**src/rtl/disp_pkg.sv**
```systemverilog
// Shared constants and types for the SPI display command decoder.
// The GET_CSUM state only exists when DISP_CSUM_EN is defined.
package disp_pkg;

  localparam logic [7:0] CMD_WRITE = 8'hA1;
  localparam logic [7:0] CMD_INC   = 8'hA2;
  localparam logic [7:0] CMD_CLEAR = 8'hA3;

  typedef logic [7:0] err_cnt_t;

`ifdef DISP_CSUM_EN
  typedef enum logic [1:0] {
    IDLE     = 2'd0,
    GET_HI   = 2'd1,
    GET_LO   = 2'd2,
    GET_CSUM = 2'd3
  } disp_state_t;
`else
  typedef enum logic [1:0] {
    IDLE   = 2'd0,
    GET_HI = 2'd1,
    GET_LO = 2'd2
  } disp_state_t;
`endif

endpackage

```
**src/rtl/frame_timer.sv**
```systemverilog
// Inter-byte watchdog: counts idle cycles while a frame is open and flags
// expiry once TIMEOUT_CYCLES cycles have passed without a kick.
module frame_timer #(
  parameter int unsigned TIMEOUT_CYCLES = 1_000_000
) (
  input  logic clk,
  input  logic rst,
  input  logic run,
  input  logic kick,
  output logic expired
);

  localparam logic [23:0] LIMIT = 24'(TIMEOUT_CYCLES - 1);

  logic [23:0] count;

  // Saturates at LIMIT so a stalled decoder cannot wrap back to "fresh".
  always_ff @(posedge clk or posedge rst) begin
    if (rst) begin
      count <= '0;
    end else if (!run || kick) begin
      count <= '0;
    end else if (count != LIMIT) begin
      count <= count + 24'd1;
    end
  end

  assign expired = run && (count == LIMIT);

endmodule

```
**src/rtl/disp_cmd_decoder.sv**
```systemverilog
// Decodes the STM32 SPI byte stream into seven-segment display updates.
// Define DISP_CSUM_EN to require a trailing XOR checksum byte on every command.
module disp_cmd_decoder
  import disp_pkg::*;
#(
  parameter int unsigned  TIMEOUT_CYCLES = 1_000_000,
  parameter logic [15:0]  RESET_VALUE    = 16'h0000
) (
  input  logic        clk,
  input  logic        rst,
  input  logic        cs_n,
  input  logic        rx_valid,
  input  logic [7:0]  rx_data,
  output logic [15:0] number,
  output logic        update,
  output logic        frame_err,
  output err_cnt_t    err_count,
  output logic        busy
);

  disp_state_t state, state_n;
  logic [7:0]  hi_q, hi_n;
  logic [15:0] number_n;
  logic        update_n, err_n;
  logic        byte_ok, expired;

`ifdef DISP_CSUM_EN
  logic [7:0]  lo_q, lo_n, cmd_q, cmd_n, csum_q, csum_n;
`endif

  assign byte_ok = rx_valid && !cs_n;

  frame_timer #(.TIMEOUT_CYCLES(TIMEOUT_CYCLES)) u_timer (
    .clk     (clk),
    .rst     (rst),
    .run     (state != IDLE),
    .kick    (byte_ok),
    .expired (expired)
  );

  // Priority: chip-select abort, then an accepted byte, then timeout.
  always_comb begin
    state_n  = state;
    hi_n     = hi_q;
    number_n = number;
    update_n = 1'b0;
    err_n    = 1'b0;
`ifdef DISP_CSUM_EN
    lo_n     = lo_q;
    cmd_n    = cmd_q;
    csum_n   = csum_q;
`endif
    if (cs_n && state != IDLE) begin
      state_n = IDLE;
      err_n   = 1'b1;
    end else if (byte_ok) begin
      case (state)
`ifdef DISP_CSUM_EN
        IDLE: begin
          cmd_n  = rx_data;
          csum_n = rx_data;
          if (rx_data == CMD_WRITE) state_n = GET_HI;
          else if (rx_data == CMD_INC || rx_data == CMD_CLEAR) state_n = GET_CSUM;
          else err_n = 1'b1;
        end
        GET_HI: begin
          hi_n    = rx_data;
          csum_n  = csum_q ^ rx_data;
          state_n = GET_LO;
        end
        GET_LO: begin
          lo_n    = rx_data;
          csum_n  = csum_q ^ rx_data;
          state_n = GET_CSUM;
        end
        GET_CSUM: begin
          state_n = IDLE;
          if (rx_data == csum_q) begin
            update_n = 1'b1;
            if (cmd_q == CMD_WRITE)    number_n = {hi_q, lo_q};
            else if (cmd_q == CMD_INC) number_n = number + 16'd1;
            else                       number_n = RESET_VALUE;
          end else begin
            err_n = 1'b1;
          end
        end
`else
        IDLE: begin
          if (rx_data == CMD_WRITE) begin
            state_n = GET_HI;
          end else if (rx_data == CMD_INC) begin
            number_n = number + 16'd1;
            update_n = 1'b1;
          end else if (rx_data == CMD_CLEAR) begin
            number_n = RESET_VALUE;
            update_n = 1'b1;
          end else begin
            err_n = 1'b1;
          end
        end
        GET_HI: begin
          hi_n    = rx_data;
          state_n = GET_LO;
        end
        GET_LO: begin
          number_n = {hi_q, rx_data};
          update_n = 1'b1;
          state_n  = IDLE;
        end
`endif
        default: state_n = IDLE;
      endcase
    end else if (expired) begin
      state_n = IDLE;
      err_n   = 1'b1;
    end
  end

  always_ff @(posedge clk or posedge rst) begin
    if (rst) begin
      state     <= IDLE;
      hi_q      <= '0;
      number    <= RESET_VALUE;
      update    <= 1'b0;
      frame_err <= 1'b0;
      err_count <= '0;
      busy      <= 1'b0;
`ifdef DISP_CSUM_EN
      lo_q      <= '0;
      cmd_q     <= '0;
      csum_q    <= '0;
`endif
    end else begin
      state     <= state_n;
      hi_q      <= hi_n;
      number    <= number_n;
      update    <= update_n;
      frame_err <= err_n;
      busy      <= (state_n != IDLE);
      if (err_n && err_count != 8'hFF) err_count <= err_count + 8'd1;
`ifdef DISP_CSUM_EN
      lo_q      <= lo_n;
      cmd_q     <= cmd_n;
      csum_q    <= csum_n;
`endif
    end
  end

endmodule
```
**config.mk**
```make
export PLATFORM = sky130hd
export DESIGN_NAME = disp_cmd_decoder
export DESIGN_NICKNAME = d
export VERILOG_FILES = /design/src/rtl/disp_pkg.sv /design/src/rtl/frame_timer.sv /design/src/rtl/disp_cmd_decoder.sv
export SDC_FILE = /design/constraint.sdc
export NUM_CORES = 1
export LEC_CHECK = 0
export BUFFER_PORTS_ARGS = -buffer_cell sky130_fd_sc_hd__clkbuf_2
export CORE_MARGIN = 3
export CORE_UTILIZATION = 40
export CTS_CLUSTER_DIAMETER = 60
export DETAILED_ROUTE_END_ITERATION = 10
export GPL_TIMING_DRIVEN = 1
export PLACE_DENSITY = 0.67
export RECOVER_POWER = 100
export REMOVE_ABC_BUFFERS = 1
export SLEW_MARGIN = 20
export SYNTH_ARGS = -nofsm -noshare
export SYNTH_HDL_FRONTEND = slang
export SYNTH_SLANG_ARGS = --single-unit
```
**constraint.sdc**
```tcl
create_clock -name clk -period 2.9 [get_ports clk]
set_input_delay 0.725 -clock clk [delete_from_list [all_inputs] [get_ports clk]]
set_output_delay 0.725 -clock clk [all_outputs]
set_load 0.02 [all_outputs]
```
==> metrics.cfg <==
[worst_setup_path]
crit_start=u_timer.count[0]$_DFFE_PP0P_
end_kind=register
start_kind=register
critPathBufInv=0
crit_cells=6
rrSetupSlack_ns=0.35
cp.required_ns=3.11
crit_path_max_incr_delay_ns=0.64
critPathCapture=err_count[1]$_DFFE_PP0P_
worstSetupPathType=register to register
path_cells=ha_1 > and4_1 > nand2_1 > or4_4 > a21boi_0 > mux2_2
cpLargestDelayFamily=simple AND/OR/NAND/NOR gates
path_max_fanout=11
rr_worst_depth=6
reg2reg_from=u_timer.count[0]$_DFFE_PP0P_
cpMaxStageDelayCell=or4_4
arrival_ns=2.76
timing.rr.end=err_count[1]$_DFFE_PP0P_

[timing]
fin_tns_setup_ns=0
report.final.slew_viol_count=62
finalCriticalPeriod_ns=2.546
max_freq_ghz=0.3928
worstMarginPinSlew_ns=1.511
fin_crit_sh_pct=87.78
setup_violations=0
worst_clock_skew_ns=0.007762
max-slew-margin-rel_pct=-0.7606
rsz0062_at_grt=false
finalHoldViolations=0

[cts]
cts_hold_buf=0
htree_levels=3
postCtsSetupRepairBufs=0
cts_buffers=9
clock_sinks=61
worstSkewPairLatency_ns=0.33
root_buffer=clkbuf_8
cts_tree=yes
cts.path.max_buffers=2
cts_resized=0
cts.clk_slew.worst_paths_ns=0.07

[pwr]
power_density_nw_per_um2=507.4
peakVddDrop_mv=0.4098
cellLeakagePower_nw=1.506

[floorplanning]
chipWidth_um=96.03
rows=32
start_util_pct=41.52
fp.dieH_um=96.03
die_area_um2=9221
coreArea_um2=7807
io_pins=39

[run_status]
status=finished with violations
violations=capacitance limit, slew limit

[routing]
routed_wl_um=7657
wl_per_cell_um=15.66
drc=0
vias_per_cell=5.697
drt_pass1_iterations=4
vias=2786
drtIter0Drc=128
drtAntennaViolNets=0

[finish]
fillCellCount=779
layout-drive-gt1-share_pct=13.18
antenna_cells=0
fin_area_um2=3694
area_growth_pct=13.93
final_common_cell=dfrtp_1
final_cell_mix=61 x dfrtp_1, 34 x clkbuf_1, 32 x nor2_1
nNetsFinal=399

[synthesis]
yosysSeqAreaShare_pct=47.09
synth_top_area_cell=dfrtp_1
synth_top_family_by_area=simple AND/OR/NAND/NOR gates
yosys.area_share.simple_pct=23.50
synthesis.area_um2=3242
synth_edf_count=0
synth.distinct_cells=49
synth_compound_area_share_pct=16.36
ys_ff_latch=61
syn_avg_cell_area_um2=9.706
yosys.area.top_type_share_pct=47.09
synthMuxAreaShare_pct=4.516
async_reset_ff_share_pct=100.0
synth_xor_area_share_pct=4.863
ys.flop_type=dfrtp_1
synth_area_leaders=dfrtp_1 47%, mux2_2 4.5%, nor2_1 3.7%
syn_inst=334
yosys.area_share.adder_pct=1.158
yosys_warnings=0

[global_route]
grt_max_degree=62
antenna_found_initial=0
grt_pass1_vias=2596
gr-total-overflow=0
grt_usage_pct=18.31
grt_pass1_wl_um=12950

[place]
gp_congestion=0.8131
port_buffers=38
hpwl_um=5206
placed_cell_area_um2=3598

[run]
cap_violations=1

[hold_path]
hold_path_class=register to register

worst reg2reg max path, cell delays in order, from the launching register on:
cell      delay, ns
dfrtp_1        0.39
ha_1           0.22
and4_1         0.29
nand2_1        0.14
or4_4          0.64
a21boi_0       0.36
mux2_2         0.38
worst min-delay path by stage:
stage	startpoint	endpoint	slack, ns	depth (start not counted)
3_5_place_dp	u_timer.count[10]$_DFFE_PP0P_	u_timer.count[10]$_DFFE_PP0P_	0.49	1
4_1_cts	u_timer.count[10]$_DFFE_PP0P_	u_timer.count[10]$_DFFE_PP0P_	0.50	1
6_report	u_timer.count[10]$_DFFE_PP0P_	u_timer.count[10]$_DFFE_PP0P_	0.51	1
3_3_place_gp	hi_q[5]$_DFFE_PP0P_	hi_q[5]$_DFFE_PP0P_	0.49	1
5_1_grt	u_timer.count[10]$_DFFE_PP0P_	u_timer.count[10]$_DFFE_PP0P_	0.52	1
2_1_floorplan	u_timer.count[10]$_DFFE_PP0P_	u_timer.count[10]$_DFFE_PP0P_	0.46	1
flip-flops by register name, summed over array words and instances, names as in the netlist:
register,flops
u_timer.count,24
state,2
update,1
hi_q,8
busy,1
frame_err,1
number,16
err_count,8
power by group:
part	switching, mW	internal (mW)	total [mW]	leakage (nW)
clock network	0.312	0.345	0.657	0.0881
logic	0.153	0.0823	0.235	0.588
registers	0.0737	0.909	0.982	0.830
final cells by class:
type	instances	area, um^2	share of cell area [%]
Clock buffer	12	155.1	4.201
Clock inverter	2	10.01	0.2710
Inverter	8	30.03	0.8130
Multi-Input combinational cell	254	1618	43.80
Sequential cell	61	1526	41.33
Tap cell	102	127.6	3.455
Timing Repair Buffer	50	226.5	6.131
cells in the mapped netlist (5+ instances only):
cell,number
a21oi_1,19
nand2_1,25
o21ai_0,16
nor3_1,7
nor2_1,32
xor2_1,6
inv_1,8
xnor2_1,12
nor4_1,12
nand4_1,12
a22o_1,11
mux2_2,13
and3_1,10
or3_1,7
dfrtp_1,61
clkbuf_1,8
nand3_1,14
o2bb2ai_1,7
o31ai_1,5
metrics by stage:
| stage | hold slack (ns) | worst slack (ns) | std cells | power (mW) | util [%] |
|---|---|---|---|---|---|
| after floorplan | 0.4628 | 0.5446 | 323 | 1.145 | - |
| after global placement | 0.4868 | 0.3621 | 475 | 1.244 | 46.09 |
| after detailed placement | 0.4946 | 0.2991 | 475 | 1.252 | 46.09 |
| after CTS | 0.5034 | 0.5265 | 489 | 1.916 | 48.21 |
| after global routing | 0.5246 | 0.2155 | 489 | 1.973 | 47.31 |
| final | 0.5085 | 0.3545 | 489 | 1.874 | 47.31 |
logic make-up (layout without fill, tap and decap cells):
| family | Yosys count | after routing |
|---|---|---|
| xor gates and xnor gates | 18 | 18 |
| AOI/OAI and AO/OA | 78 | 78 |
| buffers and inverters | 19 | 72 |
| and+or+nand+nor | 142 | 142 |
| adders and majority gates | 3 | 3 |
| DFF | 61 | 61 |
| muxes | 13 | 13 |
layer usage:
| layer | track usage [%] | wire, um | vias to the layer above |
|---|---|---|---|
| met5 | 0 | 0 | - |
| li1 | - | - | 1341 |
| met3 | 4.769 | 410 | 6 |
| met4 | 6.043 | 95 | 0 |
| met1 | 26.10 | 3792 | 1359 |
| met2 | 27.03 | 3359 | 80 |
(Power assumes the default switching activity.)
